<file path="src/rtl/io_gpio_in_pkg.sv">
// io_gpio_in_pkg
//   Shared constants for the dma_io peripheral bus: register word offsets of
//   the GPIO input block, the bit position of the fall-status field, the
//   debouncer state encoding and the dma_io base word addresses of the
//   peripherals on the bus.
package io_gpio_in_pkg;

  // Word offsets from a peripheral's base address (address bits [1:0]).
  localparam logic [1:0] OFS_DATA = 2'd0;
  localparam logic [1:0] OFS_STAT = 2'd1;
  localparam logic [1:0] OFS_EN   = 2'd2;
  localparam logic [1:0] OFS_DEB  = 2'd3;

  // STAT/EN layout: rise bits at [GPIO_W-1:0], fall bits from this position up.
  localparam int STAT_FALL_BASE = 16;

  // dma_io base word addresses ([15:2]) of the bus peripherals.
  localparam logic [13:0] BASE_ADR_IO_FRC     = 14'h3F30;
  localparam logic [13:0] BASE_ADR_IO_GPIO_IN = 14'h3F40;
  localparam logic [13:0] BASE_ADR_IO_GPIO_OUT = 14'h3F44;

  // Per-pin debouncer state.
  typedef enum logic [0:0] {
    DEB_STABLE  = 1'b0,
    DEB_PENDING = 1'b1
  } deb_state_e;

endpackage

</file>
<file path="src/rtl/io_gpio_deb.sv">
// io_gpio_deb
//   One pin of the GPIO input port: 2-flop synchroniser followed by a
//   STABLE/PENDING debounce FSM. A new level is accepted once the synchronised
//   pin has differed from the current level for deb+1 prescaler ticks; the
//   accepted transition is reported as a 1-clk rise or fall pulse that is
//   registered together with the new level.
// Ports
//   clk     in  system clock
//   rst_n   in  synchronous reset, active-high
//   tick    in  1-clk debounce tick from the shared prescaler
//   deb     in  [DEB_W-1:0] stable-tick threshold (0 = one tick)
//   restart in  abandon any pending attempt (threshold was rewritten)
//   pin     in  asynchronous external pin
//   level   out debounced level
//   rise    out 1-clk pulse on an accepted 0->1 transition
//   fall    out 1-clk pulse on an accepted 1->0 transition
module io_gpio_deb
  import io_gpio_in_pkg::*;
#(
  parameter int DEB_W = 4
) (
  input  logic             clk,
  input  logic             rst_n,
  input  logic             tick,
  input  logic [DEB_W-1:0] deb,
  input  logic             restart,
  input  logic             pin,
  output logic             level,
  output logic             rise,
  output logic             fall
);

  logic [1:0]       r_sync;
  deb_state_e       r_state;
  logic [DEB_W-1:0] r_cnt;
  logic             r_level;
  logic             r_rise;
  logic             r_fall;

  logic             w_sync;
  deb_state_e       w_state_nxt;
  logic [DEB_W-1:0] w_cnt_nxt;
  logic             w_level_nxt;
  logic             w_rise_nxt;
  logic             w_fall_nxt;

  assign w_sync = r_sync[1];

  // Two-flop synchroniser for the asynchronous pin.
  always_ff @(posedge clk) begin
    if (rst_n) begin
      r_sync <= 2'b00;
    end else begin
      r_sync <= {r_sync[0], pin};
    end
  end

  // Debounce FSM state, counter, level and edge-pulse registers.
  always_ff @(posedge clk) begin
    if (rst_n) begin
      r_state <= DEB_STABLE;
      r_cnt   <= {DEB_W{1'b0}};
      r_level <= 1'b0;
      r_rise  <= 1'b0;
      r_fall  <= 1'b0;
    end else begin
      r_state <= w_state_nxt;
      r_cnt   <= w_cnt_nxt;
      r_level <= w_level_nxt;
      r_rise  <= w_rise_nxt;
      r_fall  <= w_fall_nxt;
    end
  end

  // Next-state logic. The counter stops at the compare value, so it never wraps.
  always_comb begin
    w_state_nxt = r_state;
    w_cnt_nxt   = r_cnt;
    w_level_nxt = r_level;
    w_rise_nxt  = 1'b0;
    w_fall_nxt  = 1'b0;
    if (restart) begin
      // New threshold: drop any attempt in progress, keep the level.
      w_state_nxt = DEB_STABLE;
      w_cnt_nxt   = {DEB_W{1'b0}};
    end else begin
      case (r_state)
        DEB_STABLE: begin
          if (w_sync != r_level) begin
            w_state_nxt = DEB_PENDING;
            w_cnt_nxt   = {DEB_W{1'b0}};
          end else begin
            w_state_nxt = DEB_STABLE;
          end
        end
        DEB_PENDING: begin
          if (w_sync == r_level) begin
            // Pin went back before the threshold: glitch, no edge.
            w_state_nxt = DEB_STABLE;
          end else if (tick) begin
            if (r_cnt == deb) begin
              w_level_nxt = w_sync;
              w_rise_nxt  = w_sync;
              w_fall_nxt  = ~w_sync;
              w_state_nxt = DEB_STABLE;
              w_cnt_nxt   = {DEB_W{1'b0}};
            end else begin
              w_cnt_nxt = r_cnt + DEB_W'(1'b1);
            end
          end else begin
            w_state_nxt = DEB_PENDING;
          end
        end
        default: begin
          w_state_nxt = DEB_STABLE;
          w_cnt_nxt   = {DEB_W{1'b0}};
        end
      endcase
    end
  end

  assign level = r_level;
  assign rise  = r_rise;
  assign fall  = r_fall;

endmodule

</file>
<file path="src/rtl/io_gpio_in.sv">
// io_gpio_in
//   Debounced GPIO input port on the dma_io bus. Each pin is synchronised and
//   debounced; accepted edges set sticky W1C status bits (when enabled) and
//   gpio_irq is the OR of all status bits. Read data joins the dma_io read
//   daisy chain: a hit is answered one clock later, otherwise the upstream
//   data passes through.
//   Registers (word offset from BASE_ADR):
//     +0 DATA RO  [GPIO_W-1:0] debounced levels
//     +1 STAT W1C [GPIO_W-1:0] rise seen, [GPIO_W+15:16] fall seen
//     +2 EN   RW  edge-capture enables, STAT layout
//     +3 DEB  RW  [DEB_W-1:0] stable-tick threshold
// Ports
//   clk, rst_n            clock, synchronous active-high reset
//   dma_io_we/wadr/wdata  bus write
//   dma_io_radr/radr_en   bus read request
//   dma_io_rdata_in       read data from the upstream chain element
//   dma_io_rdata          read data to the downstream element / CPU
//   gpio_in               asynchronous pins
//   gpio_irq              level interrupt, OR of STAT
module io_gpio_in
  import io_gpio_in_pkg::*;
#(
  parameter int          GPIO_W   = 8,
  parameter logic [13:0] BASE_ADR = BASE_ADR_IO_GPIO_IN,
  parameter int          PRESC_W  = 10,
  parameter int          DEB_W    = 4
) (
  input  logic              clk,
  input  logic              rst_n,
  input  logic              dma_io_we,
  input  logic [13:0]       dma_io_wadr,
  input  logic [31:0]       dma_io_wdata,
  input  logic [13:0]       dma_io_radr,
  input  logic              dma_io_radr_en,
  input  logic [31:0]       dma_io_rdata_in,
  output logic [31:0]       dma_io_rdata,
  input  logic [GPIO_W-1:0] gpio_in,
  output logic              gpio_irq
);

  logic [PRESC_W-1:0] r_presc;
  logic [GPIO_W-1:0]  r_stat_rise;
  logic [GPIO_W-1:0]  r_stat_fall;
  logic [GPIO_W-1:0]  r_en_rise;
  logic [GPIO_W-1:0]  r_en_fall;
  logic [DEB_W-1:0]   r_deb;
  logic               r_rd_hit;
  logic [31:0]        r_rd_data;

  logic               w_tick;
  logic [GPIO_W-1:0]  w_level;
  logic [GPIO_W-1:0]  w_rise;
  logic [GPIO_W-1:0]  w_fall;
  logic               w_wr_stat;
  logic               w_wr_en;
  logic               w_wr_deb;
  logic               w_rd_hit;
  logic [31:0]        w_rd_mux;

  // Place a rise/fall pair into the 32-bit STAT/EN layout; other bits read 0.
  function automatic logic [31:0] pack_pair(input logic [GPIO_W-1:0] lo,
                                            input logic [GPIO_W-1:0] hi);
    logic [31:0] v;
    v = 32'd0;
    v[GPIO_W-1:0] = lo;
    v[STAT_FALL_BASE +: GPIO_W] = hi;
    return v;
  endfunction

  assign w_tick = (r_presc == {PRESC_W{1'b0}});

  // Free-running debounce prescaler; tick while it sits at 0.
  always_ff @(posedge clk) begin
    if (rst_n) begin
      r_presc <= {PRESC_W{1'b0}};
    end else begin
      r_presc <= r_presc + PRESC_W'(1'b1);
    end
  end

  for (genvar g = 0; g < GPIO_W; g++) begin : g_pin
    io_gpio_deb #(
      .DEB_W(DEB_W)
    ) u_deb (
      .clk    (clk),
      .rst_n  (rst_n),
      .tick   (w_tick),
      .deb    (r_deb),
      .restart(w_wr_deb),
      .pin    (gpio_in[g]),
      .level  (w_level[g]),
      .rise   (w_rise[g]),
      .fall   (w_fall[g])
    );
  end

  // Write address decode; DATA and foreign addresses produce no strobe.
  always_comb begin
    w_wr_stat = 1'b0;
    w_wr_en   = 1'b0;
    w_wr_deb  = 1'b0;
    if (dma_io_we && (dma_io_wadr[13:2] == BASE_ADR[13:2])) begin
      case (dma_io_wadr[1:0])
        OFS_STAT: w_wr_stat = 1'b1;
        OFS_EN:   w_wr_en   = 1'b1;
        OFS_DEB:  w_wr_deb  = 1'b1;
        default:  w_wr_stat = 1'b0;
      endcase
    end else begin
      w_wr_stat = 1'b0;
    end
  end

  // Sticky edge status: a new edge overrides a simultaneous W1C of the same bit.
  always_ff @(posedge clk) begin
    if (rst_n) begin
      r_stat_rise <= {GPIO_W{1'b0}};
      r_stat_fall <= {GPIO_W{1'b0}};
    end else if (w_wr_stat) begin
      r_stat_rise <= (r_stat_rise & ~dma_io_wdata[GPIO_W-1:0]) | (w_rise & r_en_rise);
      r_stat_fall <= (r_stat_fall & ~dma_io_wdata[STAT_FALL_BASE +: GPIO_W]) |
                     (w_fall & r_en_fall);
    end else begin
      r_stat_rise <= r_stat_rise | (w_rise & r_en_rise);
      r_stat_fall <= r_stat_fall | (w_fall & r_en_fall);
    end
  end

  // Edge-capture enables and debounce threshold.
  always_ff @(posedge clk) begin
    if (rst_n) begin
      r_en_rise <= {GPIO_W{1'b0}};
      r_en_fall <= {GPIO_W{1'b0}};
      r_deb     <= {DEB_W{1'b1}};
    end else begin
      if (w_wr_en) begin
        r_en_rise <= dma_io_wdata[GPIO_W-1:0];
        r_en_fall <= dma_io_wdata[STAT_FALL_BASE +: GPIO_W];
      end
      if (w_wr_deb) begin
        r_deb <= dma_io_wdata[DEB_W-1:0];
      end
    end
  end

  // Read mux on current register contents (a same-cycle write is not visible).
  always_comb begin
    w_rd_hit = dma_io_radr_en && (dma_io_radr[13:2] == BASE_ADR[13:2]);
    w_rd_mux = 32'd0;
    case (dma_io_radr[1:0])
      OFS_DATA: w_rd_mux = pack_pair(w_level, {GPIO_W{1'b0}});
      OFS_STAT: w_rd_mux = pack_pair(r_stat_rise, r_stat_fall);
      OFS_EN:   w_rd_mux = pack_pair(r_en_rise, r_en_fall);
      OFS_DEB:  w_rd_mux[DEB_W-1:0] = r_deb;
      default:  w_rd_mux = 32'd0;
    endcase
  end

  // Read response register: one cycle of latency on an address hit.
  always_ff @(posedge clk) begin
    if (rst_n) begin
      r_rd_hit  <= 1'b0;
      r_rd_data <= 32'd0;
    end else begin
      r_rd_hit <= w_rd_hit;
      if (w_rd_hit) begin
        r_rd_data <= w_rd_mux;
      end
    end
  end

  assign dma_io_rdata = r_rd_hit ? r_rd_data : dma_io_rdata_in;
  assign gpio_irq     = |{r_stat_rise, r_stat_fall};

endmodule

</file>
<file path="config.mk">
export PLATFORM = sky130hd
export DESIGN_NAME = io_gpio_in
export DESIGN_NICKNAME = d
export VERILOG_FILES = /design/src/rtl/io_gpio_in_pkg.sv /design/src/rtl/io_gpio_deb.sv /design/src/rtl/io_gpio_in.sv
export SDC_FILE = /design/constraint.sdc
export NUM_CORES = 1
export LEC_CHECK = 0
export BUFFER_PORTS_ARGS = -buffer_cell sky130_fd_sc_hd__buf_2
export CAP_MARGIN = 10
export CELL_PAD_IN_SITES_DETAIL_PLACEMENT = 1
export CELL_PAD_IN_SITES_GLOBAL_PLACEMENT = 1
export CORE_UTILIZATION = 42
export CTS_CLUSTER_DIAMETER = 100
export DETAILED_ROUTE_END_ITERATION = 6
export HOLD_SLACK_MARGIN = 0.12
export PLACE_DENSITY_LB_ADDON = 0.05
export SETUP_SLACK_MARGIN = 0.15
export SYNTH_ARGS = -nofsm -noshare
export SYNTH_HDL_FRONTEND = slang
export SYNTH_SLANG_ARGS = --single-unit
</file>
<file path="constraint.sdc">
create_clock -name clk -period 2.5 [get_ports clk]
set_clock_uncertainty 0.1 [all_clocks]
set_input_delay 0.25 -clock clk [delete_from_list [all_inputs] [get_ports clk]]
set_output_delay 0.25 -clock clk [all_outputs]
set_load 0.005 [all_outputs]
</file>
# Word level (Yosys, flattened, before mapping)

Cells that the tools add are included.

Register bits after elaboration: 159
Logic and storage cells: 286

$add $sub $neg: 9
Equality and inequality tests: 56
Muxes and demuxes: 91
Bitwise logic cells: 44
Reduce and logical (&&, ||, !) cells: 30

Operators by type and width:

| kind                    | number |
|---|---|
| $mux W4                 | 32 |
| $pmux W4 S2             | 8 |
| $pmux W20 S3            | 1 |
| $reduce_or A6 Y1        | 8 |
| $reduce_and A5 Y1       | 8 |
| $mux W1                 | 38 |
| $not A1 Y1              | 34 |
| $add A4 B1 Y4 const B   | 8 |
| $and A8 B8 Y8           | 4 |
| $eq A4 B4 Y1            | 8 |
| $mux W32                | 1 |
| $or A8 B8 Y8            | 4 |
| $ne A2 B2 Y1 const B    | 15 |
| $eq A12 B12 Y1 const B  | 2 |
| $reduce_and A3 Y1       | 8 |
| $ne A2 B1 Y1 const B    | 9 |
| $mux W8                 | 2 |
| $not A8 Y8              | 2 |
| $pmux W1 S2             | 8 |
| $pmux W4 S4             | 1 |
| $reduce_or A16 Y1       | 1 |
| $add A10 B1 Y10 const B | 1 |
| $logic_not A10 Y1       | 1 |
| $eq A1 B1 Y1            | 8 |
| other kinds (6)         | 18 |

# Longest topological paths before layout

Depth in word-level cells: 5
Mapped depth: 7
Mapped depth without buffers: 6

# Cells and area by module

From an unflattened synthesis, not the netlist that was laid out.

Cell total of the unflattened synthesis: 730
Area, all modules: 6698.9 um2

Modules (own cells, without submodules):

| module      | times used | cells an instance | area each (um2) |
|---|---|---|---|
| io_gpio_deb | 8          | 52                | 461.7 |
| io_gpio_in  | 1          | 314               | 3005.4 |

# Worst setup path before layout

OpenSTA, ideal clock, no wires.

Path kind: flip-flop to flip-flop
Start point: register r_presc[0]
End point: register g_pin[6].u_deb.r_cnt[3]
Setup time: 86 ps
Arrival: 1817 ps
Path slack: 496 ps
Cell stages (with the launch flop): 7
Period minus slack after synthesis: 2004 ps
Path through: dfxtp_1 inv_1 ha_1 nor4b_4 a31oi_2 or4_1 a221oi_2

Cells in the longest elaborated chain, start to end: 3

Ends and longest elaborated chain:

| what                        | RTL line          | RTL |
|---|---|---|
| from (decl)                 | io_gpio_in.sv:41  | `logic [PRESC_W-1:0] r_presc;` |
| from (signal assigned)      | io_gpio_in.sv:75  | `r_presc <= {PRESC_W{1'b0}};` |
| from (signal assigned)      | io_gpio_in.sv:77  | `r_presc <= r_presc + PRESC_W'(1'b1);` |
| $logic_not A10 Y1           | io_gpio_in.sv:70  | `assign w_tick = (r_presc == {PRESC_W{1'b0}});` |
| $ne A2 B2 Y1 (no line)      | n/a               |  |
| $reduce_and A3 Y1 (no line) | n/a               |  |
| to (signal assigned)        | io_gpio_deb.sv:62 | `r_cnt <= {DEB_W{1'b0}};` |
| to (signal assigned)        | io_gpio_deb.sv:68 | `r_cnt <= w_cnt_nxt;` |
| to (decl)                   | io_gpio_deb.sv:35 | `logic [DEB_W-1:0] r_cnt;` |

No other way between the ends.
A chain may end at the register's enable or synchronous reset.

# Worst setup path after layout

Start point: register r_deb[0]
End point: register g_pin[2].u_deb.r_fall

Cells in the longest elaborated chain, start to end: 3

Ends and longest elaborated chain:

| what                       | RTL line           | RTL |
|---|---|---|
| from (decl)                | io_gpio_in.sv:46   | `logic [DEB_W-1:0] r_deb;` |
| from (signal assigned)     | io_gpio_in.sv:134  | `r_deb <= {DEB_W{1'b1}};` |
| from (signal assigned)     | io_gpio_in.sv:141  | `r_deb <= dma_io_wdata[DEB_W-1:0];` |
| $eq A4 B4 Y1               | io_gpio_deb.sv:101 | `if (r_cnt == deb) begin` |
| $not A1 Y1 (no line)       | n/a                |  |
| $reduce_or A6 Y1 (no line) | n/a                |  |
| to (signal assigned)       | io_gpio_deb.sv:71  | `r_fall <= w_fall_nxt;` |
| to (decl)                  | io_gpio_deb.sv:38  | `logic r_fall;` |

No other way between the ends.

==> impl_metrics.prom <==
# TYPE chip_impl_metric gauge
chip_impl_info{name="result_of_the_run",value="finished clean"} 1
chip_impl_metric{name="floorplan.die.width",unit="microns"} 130
chip_impl_info{name="post-synth-top-count-cell",value="dfxtp_1"} 1
chip_impl_metric{name="power.net_switching",unit="uW"} 1230
chip_impl_metric{name="drt_first_iter_violations",unit=""} 278
chip_impl_metric{name="power_switching_share",unit="%"} 23.2
chip_impl_metric{name="worstHoldPathCells",unit=""} 3
chip_impl_metric{name="intPower",unit="uW"} 4060
chip_impl_metric{name="vias",unit=""} 6043
chip_impl_metric{name="wire_length_of_the_first_global_routing_pass",unit="mm"} 31.0
chip_impl_metric{name="initial_util",unit="%"} 43.2
chip_impl_info{name="tritoncts_clock_tree",value="yes"} 1
chip_impl_metric{name="final-hold-violation-count",unit=""} 0
chip_impl_info{name="ctsRootBufferMaster",value="clkbuf_16"} 1
chip_impl_metric{name="die_area",unit="sq um"} 16900
chip_impl_metric{name="via_count_of_the_first_global_routing_pass",unit=""} 6193
chip_impl_info{name="startpoint",value="r_deb[0]"} 1
chip_impl_metric{name="post_cts_buffers",unit=""} 0
chip_impl_metric{name="core_region_area",unit="sq um"} 15900
chip_impl_metric{name="setup_viol_count_final",unit=""} 0
chip_impl_info{name="grt_setup_unrepaired",value="true"} 1
chip_impl_metric{name="worst-slew-pin-transition",unit="ns"} 0.951
chip_impl_metric{name="worstSkewPairLatency",unit="ns"} 0.43
chip_impl_metric{name="cts.htree.levels",unit=""} 4
chip_impl_metric{name="finalCriticalPeriod",unit="ns"} 2.24
chip_impl_metric{name="fmax",unit="MHz"} 447
chip_impl_metric{name="flow.area_growth_from_synthesis",unit="%"} 25.2
chip_impl_metric{name="crit_path_max_fanout",unit=""} 10
chip_impl_metric{name="placed_cells_incl_taps",unit=""} 1029
chip_impl_metric{name="power_per_cell_area",unit="nW/um^2"} 613
chip_impl_metric{name="maxSlewHeadroom",unit="%"} 36.6
chip_impl_metric{name="drv_slew",unit=""} 0
chip_impl_info{name="worst-setup-path-type",value="register to register"} 1
chip_impl_metric{name="grt_max_degree",unit=""} 96
chip_impl_metric{name="clock_sinks",unit=""} 143
chip_impl_metric{name="synth-async-reset-ratio",unit="%"} 0
chip_impl_metric{name="hpwl",unit="mm"} 14.1
chip_impl_metric{name="wl_per_cell",unit="microns"} 18.1
chip_impl_metric{name="final_nets",unit=""} 970
chip_impl_metric{name="tritoncts.num_buffers",unit=""} 17
chip_impl_metric{name="cell_area_synth",unit="sq um"} 6880
chip_impl_metric{name="top_level_ports",unit=""} 137
chip_impl_metric{name="synth_seq_cells",unit=""} 143
chip_impl_metric{name="static-leakage-power",unit="uW"} 0.00300
chip_impl_metric{name="reg2reg_setup_slack",unit="ns"} 0.26
chip_impl_info{name="synth_area_leader_cell",value="dfxtp_1"} 1
chip_impl_metric{name="viasPerCell",unit=""} 5.57
chip_impl_metric{name="combinationalPowerShare",unit="%"} 7.2
chip_impl_metric{name="vertical_extent_of_the_die",unit="microns"} 130
chip_impl_info{name="min_delay_worst_endpoint",value="g_pin[5].u_deb.r_cnt[0]"} 1
chip_impl_metric{name="io_buffers",unit=""} 120
chip_impl_metric{name="worst-endpoint-required",unit="ns"} 2.77
chip_impl_info{name="r2r_path_start",value="r_deb[0]"} 1
chip_impl_metric{name="grt_antenna_before_repair",unit=""} 0
chip_impl_metric{name="clkSlewWorstSetupHoldPaths",unit="ns"} 0.06
chip_impl_info{name="hold_path_class",value="primary input to register"} 1
chip_impl_metric{name="drt-pass1-iter-count",unit=""} 4
chip_impl_metric{name="synth_area_per_cell",unit="sq um"} 9.67
chip_impl_metric{name="detail-route-antenna-nets",unit=""} 0
chip_impl_info{name="cp-end-kind",value="register"} 1
chip_impl_metric{name="fp-row-count",unit=""} 46
chip_impl_metric{name="seq_area_frac_synth",unit="%"} 41.6
chip_impl_metric{name="layout.cells.non_filler",unit=""} 1085
chip_impl_info{name="netlist_top_cells_count",value="dfxtp_1 (143), nor2_1 (46), xnor2_1 (42), nor2b_1 (40), mux2i_1 (32)"} 1
chip_impl_info{name="r2r_end",value="g_pin[2].u_deb.fall"} 1
chip_impl_metric{name="synth-edff-count",unit=""} 0
chip_impl_metric{name="ctsLongestPathBuffers",unit=""} 2
chip_impl_metric{name="global_route.overflow_total",unit=""} 0
chip_impl_metric{name="diodes",unit=""} 0
chip_impl_metric{name="final_layout_size_suffix_gt1_share",unit="%"} 25.2
chip_impl_metric{name="yosys_warnings",unit=""} 0
chip_impl_metric{name="number_of_cell_instances_on_the_worst_register_to_register_path",unit=""} 5
chip_impl_metric{name="clock_power_share",unit="%"} 49.0
chip_impl_info{name="synth.area.top_cells",value="dfxtp_1 (42%), xnor2_1 (5.3%), mux2i_1 (4.7%)"} 1
chip_impl_metric{name="post_synth_num_cell_types",unit=""} 53
chip_impl_info{name="synth_ff_type",value="dfxtp_1"} 1
chip_impl_info{name="timing.hold.worst.start",value="rst_n"} 1
chip_impl_metric{name="finalSetupTns",unit="ns"} 0
chip_impl_metric{name="timing.max_cap.violations",unit=""} 0
chip_impl_metric{name="globalplace.congestion",unit=""} 0.759
chip_impl_metric{name="number_of_standard_cells_after_synthesis",unit=""} 712
chip_impl_metric{name="min_period_over_period",unit="%"} 89.5
chip_impl_metric{name="drc_errors",unit=""} 0
chip_impl_metric{name="routed_wirelength",unit="mm"} 19.7
chip_impl_metric{name="global_route.usage.total",unit="%"} 23.8
chip_impl_metric{name="pwr-share-seq",unit="%"} 43.8
chip_impl_metric{name="timing.critical_path.arrival",unit="ns"} 2.51
chip_impl_metric{name="synth.top_cell.area_share",unit="%"} 41.6
chip_impl_info{name="launching_element_type_of_the_critical_path",value="register"} 1
chip_impl_metric{name="max-vdd-ir-drop",unit="mV"} 0.489
chip_impl_metric{name="worst_hold_slack",unit="ns"} 0.226
chip_impl_metric{name="finalPower",unit="uW"} 5280
chip_impl_metric{name="synthesis.nets",unit=""} 826
## how the worst max path moves through the flow
stage / endpoint / slack [ns] / depth (start not counted)
2_1_floorplan: g_pin[6].u_deb.r_cnt[3] / 0.50 / 6
3_3_place_gp: g_pin[2].u_deb.fall / 0.32 / 5
3_5_place_dp: g_pin[7].u_deb.r_cnt[2] / 0.24 / 7
4_1_cts: g_pin[7].u_deb.r_cnt[2] / 0.22 / 7
5_1_grt: g_pin[7].u_deb.r_cnt[3] / 0.14 / 7
6_report: g_pin[2].u_deb.fall / 0.26 / 5
## per-layer routing
layer	wire length [microns]	track usage, %	vias to the layer above
li1	-	-	2938
met1	8610	27.9	3014
met2	10300	44.0	73
met3	474	3.57	18
met4	299	8.41	0
met5	0	0	-
## timing repair
action	4_1_cts	5_1_grt
endpoints found under the setup margin	0	5
resized for setup	0	3
endpoints found under the hold margin	44	0
hold buffers	24	0
## worst max-delay path: stages (launching register included)
cell and delay [ns]:
dfxtp_1 0.80, xnor2_1 0.19, nand4_1 0.19, or3_1 0.39, nor4b_1 0.31, buf_4 0.19
## final cells by class
class	count	area (sq um)
Multi-Input combinational cell	506	3770
Sequential cell	143	2860
Fill cell	1846	7330
Clock inverter	11	131
Timing Repair Buffer	162	1000
Inverter	26	97.6
Clock buffer	21	480
Tap cell	216	270
## per-stage QoR
stage / util [%] / instance area (sq um) / setup slack (ns)
after global routing: 54.0 / 8620 / 0.143
final: 54.0 / 8620 / 0.262
after CTS: 54.0 / 8600 / 0.224
after floorplan: - / 6880 / 0.496
after global placement: 48.6 / 7750 / 0.320
after detailed placement: 48.6 / 7750 / 0.235
## power by group through the flow
stage / clock [uW] / combinational, uW / sequential (uW)
after floorplan: 0 / 178 / 2360
after global placement: 0 / 334 / 2370
after detailed placement: 0 / 347 / 2370
after CTS: 2630 / 377 / 2320
after global routing: 2740 / 408 / 2320
final: 2590 / 378 / 2320
## cells by family after synthesis
kind of cell               after synthesis  share of synthesized area, %
buffers and inverters                   63                          3.87
AOI/OAI and AO/OA                      140                          14.2
adders and majority gates               10                          1.82
and+or+nand+nor                        248                          22.8
DFF                                    143                          41.6
muxes                                   52                          8.58
xor gates and xnor gates                56                          7.13
## sequential cells by signal, summed over array words and instances (netlist names), 8 cells and up
name	count
g_pin.u_deb.r_sync	16
r_rd_data	16
g_pin.u_deb.level	8
g_pin.u_deb.fall	8
g_pin.u_deb.r_cnt	32
r_stat_rise	8
r_en_rise	8
g_pin.u_deb.rise	8
g_pin.u_deb.r_state	8
r_en_fall	8
r_stat_fall	8
r_presc	10
## cells in the final DEF, fill, tap and decap left out, drive strengths merged, types with 4 or more instances in the layout
cell           n
xor2          14
dfxtp        143
o31ai         16
mux4           4
buf          138
nor4b          9
a211o          4
nor2          47
ha            10
a311oi        16
a31oi          8
a21oi         28
mux2i         32
nor3b          9
nand3         22
mux2          16
nand4         13
a211oi        12
dlygate4sd3   24
o21ai         24
or4           18
clkbuf        21
inv           27
xnor2         42
clkinv         5
a221oi        24
nor2b         40
nand2b        17
nand3b         8
nor4          23
a22oi          8
nor3           9
or3            8
nand2         17
(Power assumes the default switching activity.)
